File: config.mk
export PLATFORM = sky130hd
export DESIGN_NAME = fpu_operand_deser_flat
export DESIGN_NICKNAME = d
export VERILOG_FILES = /design/src/rtl/fpu_operand_deser_if.sv /design/src/rtl/fpu_operand_deser.sv /design/src/flat_wrapper.sv
export SDC_FILE = /design/constraint.sdc
export NUM_CORES = 1
export LEC_CHECK = 0
export ABC_AREA = 1
export ABC_CLOCK_PERIOD_IN_PS = 5800
export BUFFER_PORTS_ARGS = -buffer_cell sky130_fd_sc_hd__buf_2
export CAP_MARGIN = 20
export CORE_MARGIN = 5
export CORE_UTILIZATION = 61
export DETAILED_ROUTE_END_ITERATION = 10
export MAX_ROUTING_LAYER = met4
export PLACE_DENSITY = 0.8
export SLEW_MARGIN = 20
export SYNTH_ARGS = -nofsm -noshare
export SYNTH_HDL_FRONTEND = slang
export SYNTH_SLANG_ARGS = --single-unit
File: constraint.sdc
create_clock -name clock -period 5.8 [get_ports clock]
set_input_delay 0.29 -clock clock [delete_from_list [all_inputs] [get_ports clock]]
set_output_delay 0.29 -clock clock [all_outputs]
set_load 0.05 [all_outputs]
File: src/rtl/fpu_operand_deser_if.sv
// Parallel operand bus between the nibble deserialiser and the FP16 add/mul core.
// The producer drives the operand pair and valid; the consumer drives ready.
interface fpu_operand_deser_if #(
    parameter int OP_W = 16
);
    logic [OP_W-1:0] op_a;
    logic [OP_W-1:0] op_b;
    logic            op_sel;
    logic            op_valid;
    logic            op_ready;

    modport master (
        output op_a,
        output op_b,
        output op_sel,
        output op_valid,
        input  op_ready
    );

    modport slave (
        input  op_a,
        input  op_b,
        input  op_sel,
        input  op_valid,
        output op_ready
    );
endinterface

File: src/rtl/fpu_operand_deser.sv
// FPU input front-end: assembles two nibble-serial half-precision operands plus
// the add/multiply select into one parallel word and hands it to the core
// through a one-entry registered valid/ready slot.
//
// Frame timing: the edge that first sees in_en high (E0) is itself the first
// setup cycle, so with LEAD=1 nibbles are taken on E1..E(NUM_NIB). LEAD=0
// behaves like LEAD=1 because E0 is always spent recognising the frame.
module fpu_operand_deser #(
    parameter int NIB_W   = 4,
    parameter int NUM_NIB = 4,
    parameter int LEAD    = 1
) (
    input  logic               clock,
    input  logic               reset,
    input  logic               in_en,
    input  logic               in_sel,
    input  logic [NIB_W-1:0]   in_a_nib,
    input  logic [NIB_W-1:0]   in_b_nib,
    fpu_operand_deser_if.master core_bus,
    output logic               busy,
    output logic               frame_err,
    output logic               overrun
);
    localparam int OP_W   = NIB_W * NUM_NIB;
    localparam int CNT_W  = (NUM_NIB > 1) ? $clog2(NUM_NIB) : 1;
    localparam int LCNT_W = (LEAD > 1) ? $clog2(LEAD) : 1;

    localparam logic [1:0] ST_IDLE     = 2'd0;
    localparam logic [1:0] ST_LEAD     = 2'd1;
    localparam logic [1:0] ST_CAP      = 2'd2;
    localparam logic [1:0] ST_WAIT_LOW = 2'd3;

    localparam logic [CNT_W-1:0]  NIB_LAST  = CNT_W'(NUM_NIB - 1);
    localparam logic [LCNT_W-1:0] LEAD_LAST = LCNT_W'((LEAD > 1) ? (LEAD - 1) : 0);

    logic [1:0]        state_r;
    logic [CNT_W-1:0]  nib_cnt_r;
    logic [LCNT_W-1:0] lead_cnt_r;
    logic              sel_r;
    logic [OP_W-1:0]   a_sh_r;
    logic [OP_W-1:0]   b_sh_r;

    logic [OP_W-1:0]   op_a_r;
    logic [OP_W-1:0]   op_b_r;
    logic              op_sel_r;
    logic              op_valid_r;
    logic              frame_err_r;
    logic              overrun_r;

    logic [OP_W-1:0]   a_word_s;
    logic [OP_W-1:0]   b_word_s;
    logic              complete_s;
    logic              slot_free_s;

    // Shadow words with the incoming nibble merged into the lane selected by the counter
    always_comb begin
        a_word_s = a_sh_r;
        b_word_s = b_sh_r;
        for (int k = 0; k < NUM_NIB; k++) begin
            if (nib_cnt_r == CNT_W'(k)) begin
                a_word_s[k*NIB_W +: NIB_W] = in_a_nib;
                b_word_s[k*NIB_W +: NIB_W] = in_b_nib;
            end else begin
                a_word_s[k*NIB_W +: NIB_W] = a_sh_r[k*NIB_W +: NIB_W];
                b_word_s[k*NIB_W +: NIB_W] = b_sh_r[k*NIB_W +: NIB_W];
            end
        end
    end

    // Frame completion and output-slot availability for this edge
    always_comb begin
        complete_s  = (state_r == ST_CAP) && in_en && (nib_cnt_r == NIB_LAST);
        slot_free_s = !op_valid_r || core_bus.op_ready;
    end

    // Frame sequencer: setup count, nibble capture, abort detection
    always_ff @(posedge clock or posedge reset) begin
        if (reset) begin
            state_r     <= ST_IDLE;
            nib_cnt_r   <= {CNT_W{1'b0}};
            lead_cnt_r  <= {LCNT_W{1'b0}};
            sel_r       <= 1'b0;
            a_sh_r      <= {OP_W{1'b0}};
            b_sh_r      <= {OP_W{1'b0}};
            frame_err_r <= 1'b0;
        end else begin
            frame_err_r <= 1'b0;
            case (state_r)
                ST_IDLE: begin
                    if (in_en) begin
                        sel_r     <= in_sel;
                        nib_cnt_r <= {CNT_W{1'b0}};
                        if (LEAD > 1) begin
                            state_r    <= ST_LEAD;
                            lead_cnt_r <= LCNT_W'(1);
                        end else begin
                            state_r <= ST_CAP;
                        end
                    end
                end
                ST_LEAD: begin
                    if (!in_en) begin
                        state_r     <= ST_IDLE;
                        lead_cnt_r  <= {LCNT_W{1'b0}};
                        frame_err_r <= 1'b1;
                    end else if (lead_cnt_r == LEAD_LAST) begin
                        state_r    <= ST_CAP;
                        lead_cnt_r <= {LCNT_W{1'b0}};
                    end else begin
                        lead_cnt_r <= lead_cnt_r + 1'b1;
                    end
                end
                ST_CAP: begin
                    if (!in_en) begin
                        state_r     <= ST_IDLE;
                        nib_cnt_r   <= {CNT_W{1'b0}};
                        frame_err_r <= 1'b1;
                    end else begin
                        a_sh_r <= a_word_s;
                        b_sh_r <= b_word_s;
                        if (nib_cnt_r == NIB_LAST) begin
                            state_r   <= ST_WAIT_LOW;
                            nib_cnt_r <= {CNT_W{1'b0}};
                        end else begin
                            nib_cnt_r <= nib_cnt_r + 1'b1;
                        end
                    end
                end
                ST_WAIT_LOW: begin
                    if (!in_en) begin
                        state_r <= ST_IDLE;
                    end
                end
                default: begin
                    state_r    <= ST_IDLE;
                    nib_cnt_r  <= {CNT_W{1'b0}};
                    lead_cnt_r <= {LCNT_W{1'b0}};
                end
            endcase
        end
    end

    // One-entry output slot: load on completion when free, else flag the dropped frame
    always_ff @(posedge clock or posedge reset) begin
        if (reset) begin
            op_a_r     <= {OP_W{1'b0}};
            op_b_r     <= {OP_W{1'b0}};
            op_sel_r   <= 1'b0;
            op_valid_r <= 1'b0;
            overrun_r  <= 1'b0;
        end else begin
            overrun_r <= 1'b0;
            if (complete_s) begin
                if (slot_free_s) begin
                    op_a_r     <= a_word_s;
                    op_b_r     <= b_word_s;
                    op_sel_r   <= sel_r;
                    op_valid_r <= 1'b1;
                end else begin
                    overrun_r <= 1'b1;
                end
            end else if (op_valid_r && core_bus.op_ready) begin
                op_valid_r <= 1'b0;
            end
        end
    end

    assign core_bus.op_a     = op_a_r;
    assign core_bus.op_b     = op_b_r;
    assign core_bus.op_sel   = op_sel_r;
    assign core_bus.op_valid = op_valid_r;
    assign frame_err         = frame_err_r;
    assign overrun           = overrun_r;
    assign busy              = (state_r != ST_IDLE);
endmodule
File: src/flat_wrapper.sv
// flat-port wrapper written by rule: the top's interface ports become plain ports
module fpu_operand_deser_flat 
#(
    parameter int NIB_W   = 4,
    parameter int NUM_NIB = 4,
    parameter int LEAD    = 1
)
  (clock, reset, in_en, in_sel, in_a_nib, in_b_nib, busy, frame_err, overrun, core_bus_op_a, core_bus_op_b, core_bus_op_sel, core_bus_op_valid, core_bus_op_ready);
  fpu_operand_deser_if core_bus_i ();
  input  logic clock;
  input  logic reset;
  input  logic in_en;
  input  logic in_sel;
  input  logic [NIB_W-1:0] in_a_nib;
  input  logic [NIB_W-1:0] in_b_nib;
  output logic busy;
  output logic frame_err;
  output logic overrun;
  output wire logic [$bits(core_bus_i.op_a)-1:0] core_bus_op_a;
  output wire logic [$bits(core_bus_i.op_b)-1:0] core_bus_op_b;
  output wire logic [$bits(core_bus_i.op_sel)-1:0] core_bus_op_sel;
  output wire logic [$bits(core_bus_i.op_valid)-1:0] core_bus_op_valid;
  input wire logic [$bits(core_bus_i.op_ready)-1:0] core_bus_op_ready;
  assign core_bus_op_a = core_bus_i.op_a;
  assign core_bus_op_b = core_bus_i.op_b;
  assign core_bus_op_sel = core_bus_i.op_sel;
  assign core_bus_op_valid = core_bus_i.op_valid;
  assign core_bus_i.op_ready = core_bus_op_ready;
  fpu_operand_deser #(.NIB_W(NIB_W), .NUM_NIB(NUM_NIB), .LEAD(LEAD)) u_core (.clock(clock), .reset(reset), .in_en(in_en), .in_sel(in_sel), .in_a_nib(in_a_nib), .in_b_nib(in_b_nib), .core_bus(core_bus_i), .busy(busy), .frame_err(frame_err), .overrun(overrun));
endmodule
==> flow_results.org <==
** Place
- Count of port buffers added during placement :: 49
- Post-Place Cell Area :: between 0.003 and 0.004 mm²
- GP Congestion :: 0.7587
- In this run, placement finished with an instance count of 509.
- The wire-length estimate of the detail-placed layout is 4582 µm.

** Global routing
- Pin count of the biggest net entering global routing :: 74
- Global routing used 22.54% of the available tracks across all layers.
- After global routing the overflow that remains totals 0.
- Wire length of the first global-routing pass :: 12540 µm
- The via count of the first global-routing pass is 2656.
- The number of antenna violations at the first check in global routing came to 0.

** Worst setup path
- In this run the worst path has a maximum fanout of between 50 and 60.
- Most frequent CP cell :: nand2_1
- Counting both buffers and inverters, the worst setup path holds a total of 1.
- In this design, the largest share of critical-path delay is due to simple AND/OR/NAND/NOR gates.
- Type of the worst setup path :: register to register
- Max stage delay cell, worst path :: nor2_8
- Worst path arrival time :: 2620 ps
- Data required time of the worst path :: 6030 ps
- Cells along the critical path :: ha_1 -> inv_2 -> nor2_8 -> nand2_4 -> nand2_1 -> nand2_1
- STA classifies the critical path endpoint as a register.
- Element type at the critical path start :: register
- Maximum single-stage delay on the critical path :: approximately 570 ps

** Drt
- DRT Wirelength :: approximately 7200 µm
- Number of remaining DRC errors :: 0
- In this run, the number of DRC markers left after iteration 0 of detailed routing was 167.
- After detailed routing, the average wire length per cell comes to 13.63 µm.
- The final route contains 2720 vias.
- In the final routing, the length of wire on met1 measures 3180 µm.
- Detail Route Antenna Nets :: 0
- The routed design uses 352 µm of met3 wire.
- Routed vias/inst :: 5.181
- Summed over all nets, wire length on met2 after detailed routing comes to 3506 µm.
- The first detailed-routing pass took 4 iterations.
- Max Used Layer :: met4

** STA
- Setup-failing EPs final :: 0
- Slew Limit Headroom :: 39.35%
- The clock arrives with approximately 8.4 ps of skew.
- The count of pins over their slew limit is 0.
- The worst path needs ~2400 ps of the cycle, external delays included.
- Number of failing hold endpoints at the final stage :: 0
- RSZ-0062 raised after global routing :: no
- Static timing analysis puts the maximum clock frequency at ~420 MHz.
- After layout, the worst path uses around two fifths of the clock period.
- Across all hold checks on the routed design, the worst slack comes to 173.8 ps.
- At the pin with the least slew margin, the transition time is 909.7 ps.
- Summed over all failing endpoints, the final setup total negative slack is 0 ps.

** Yosys
- In this run the mean area of a mapped cell was 8.347 µm².
- The Yosys step of the flow raised 0 warnings.
- After synthesis the netlist holds a flip-flop and latch count of between 70 and 80.
- Counting every net in the synthesized netlist gives 430.
- The number of different library cells used by synthesis comes to 15.
- The cell area that synthesis handed to floorplanning was 0.003406 mm².
- Sequential element share of the synthesized area :: 53.64%
- Synth Instances :: 408

** Power and ir drop
- Clk pwr share :: 18.4%
- Reported leakage power :: ~2.1 nW
- Sw frac :: 46.51%
- Reg power frac :: 36.4%
- Of the total power, combinational logic draws 45.2%.
- Peak VDD IR :: around 0.00032 V
- Total power density per cell area :: a little under 600 mW/mm²
- Switching power of the nets :: between 0.001 and 0.0015 W
- The internal portion of the total power is 0.001183 W.

** Cells and area
- Share of final-layout standard cells stronger than drive strength 1 :: 16.34%
- Measured on the finished design, the core utilization comes to 69.43%.
- Leading cell types in the layout, fill and taps excluded :: nand2_1, dfrtp_1, o21ai_0, buf_2, nand3_1
- Final Instance Count excl. Fillers :: ~530
- After filler insertion, the fill cell instance count of the layout stands at 471.
- In the final design database the tool counted 470 nets.
- 0 antenna diodes ended up in the layout.
- Area Growth Syn to Fin :: 11.57%
- Once layout is done, the placed cells without fillers occupy 0.003800 mm².
- Leaving out fill and tap cells, the most frequent cell in the layout is nand2_1.

** Floorplanning
- Chip Height :: 84.72 µm
- Num ports :: 50
- Row generation in the floorplan step produced 27 rows.
- The die covers roughly 0.007 mm².
- Core region area :: 0.005473 mm²
- Effective utilization at floorplan :: between 60 and 70%
- Die X-Extent :: 84.72 µm

** Flow run
- Max-cap check violation count :: 0

** Clocking
- CTS Buf Count :: 9
- The tree is rooted in a clkbuf_8.
- Clock latency on the worst-skew pair, taken at its later pin, is 350 ps.
- After clock tree synthesis, the clock-pin slew on the worst setup and hold paths is 70 ps.
- Max H-tree Level :: 3
- In this run the deepest clock path goes through 2 buffers.
- Once the clock tree was built, the resizer swapped 0 gates to a different size.
- CTS tree :: done
- Post-CTS setup buffer count :: 0
- Clock sink total :: 73
- CTS Hold Buffers Added :: 0

** Hold path
- Class of the most critical hold timing path :: input port to register

** Outcome
- Run status :: completed
## synthesized netlist by cell type
| cell type | n | area share, % |
|---|---|---|
| buf_2 | 6 | 0.88 |
| o21ai_0 | 56 | 8.2 |
| inv_1 | 41 | 4.5 |
| nor2_1 | 4 | 0.44 |
| nor2_8 | 1 | 0.59 |
| clkbuf_1 | 3 | 0.33 |
| dfrtp_1 | 73 | 54 |
| inv_2 | 3 | 0.33 |
| nand2_4 | 2 | 0.66 |
| o21ai_1 | 8 | 1.2 |
| buf_6 | 6 | 2.0 |
| nand2_1 | 147 | 16 |
| ha_1 | 9 | 3.3 |
| buf_4 | 7 | 1.5 |
| nand3_1 | 42 | 6.2 |
## through the flow
stage | setup slack (ps) | power [W]
after floorplan | 3657 | 0.001605
after global placement | 3580 | 0.001770
after detailed placement | 3432 | 0.001807
after CTS | 3394 | 0.002227
after global routing | 3187 | 0.002373
final | 3414 | 0.002211
## power by group through the flow
stage	logic (W)	registers (W)	clock network [W]
final	0.000999	0.000804	0.000408
after detailed placement	0.000995	0.000812	0
after CTS	0.00101	0.000805	0.000417
after floorplan	0.000453	0.00115	0
after global placement	0.000963	0.000807	0
after global routing	0.00110	0.000831	0.000443
## metal layers
metal	vias to the layer above	track usage, %
li1	1361	-
met1	1284	29.03
met2	64	33.67
met3	11	5.692
met4	0	10.22
met5	-	-
## final cells by class
cell class | count | area, µm² | share of cell area (%)
multi-input cells | 269 | 1252 | 32.96
clock inverters | 5 | 53.80 | 1.416
flip-flops and latches | 73 | 1827 | 48.07
clock buffers | 11 | 151.4 | 3.984
inverters | 44 | 165.2 | 4.346
well taps | 72 | 90.09 | 2.371
repair buffers | 51 | 260.3 | 6.849
## path summary, 6_finish.rpt
kind | depth (start not counted) | endpoint | slack (ps) | startpoint
max in group asynchronous | 3 | u_core.core_bus.op_b[11] | 4990 | reset
max | 6 | u_core.core_bus.op_b[8] | 3410 | u_core.nib_cnt_r[0]
max reg2reg | 6 | u_core.core_bus.op_b[8] | 3410 | u_core.nib_cnt_r[0]
min reg2reg | 2 | u_core.core_bus.op_a[0] | 480 | u_core.core_bus.op_a[0]
min in group asynchronous | 3 | u_core.core_bus.op_a[7] | 210 | reset
min | 3 | u_core.sel_r | 170 | in_sel
## tightest hold or removal path, stage by stage
cell and delay [ps]:
buf_2 70, nand3_1 60, nand2_1 60
## state kept, by name, summed over array words and instances (netlist names)
signal                    count
u_core.a_sh_r                16
u_core.overrun                1
u_core.core_bus.op_b         16
u_core.b_sh_r                16
u_core.state_r                2
u_core.sel_r                  1
u_core.nib_cnt_r              2
u_core.frame_err              1
u_core.core_bus.op_sel        1
u_core.core_bus.op_a         16
u_core.core_bus.op_valid      1
## logic make-up (layout without fill, tap and decap cells)
kind of cell               after synthesis  count (layout)  synth area share (%)
AOI/OAI and AO/OA                       64              64                 9.405
DFF                                     73              73                 53.64
buffers and inverters                   66             111                 9.588
and+or+nand+nor                        196             196                 24.06
adders and majority gates                9               9                 3.306
(Power assumes the default switching activity.)
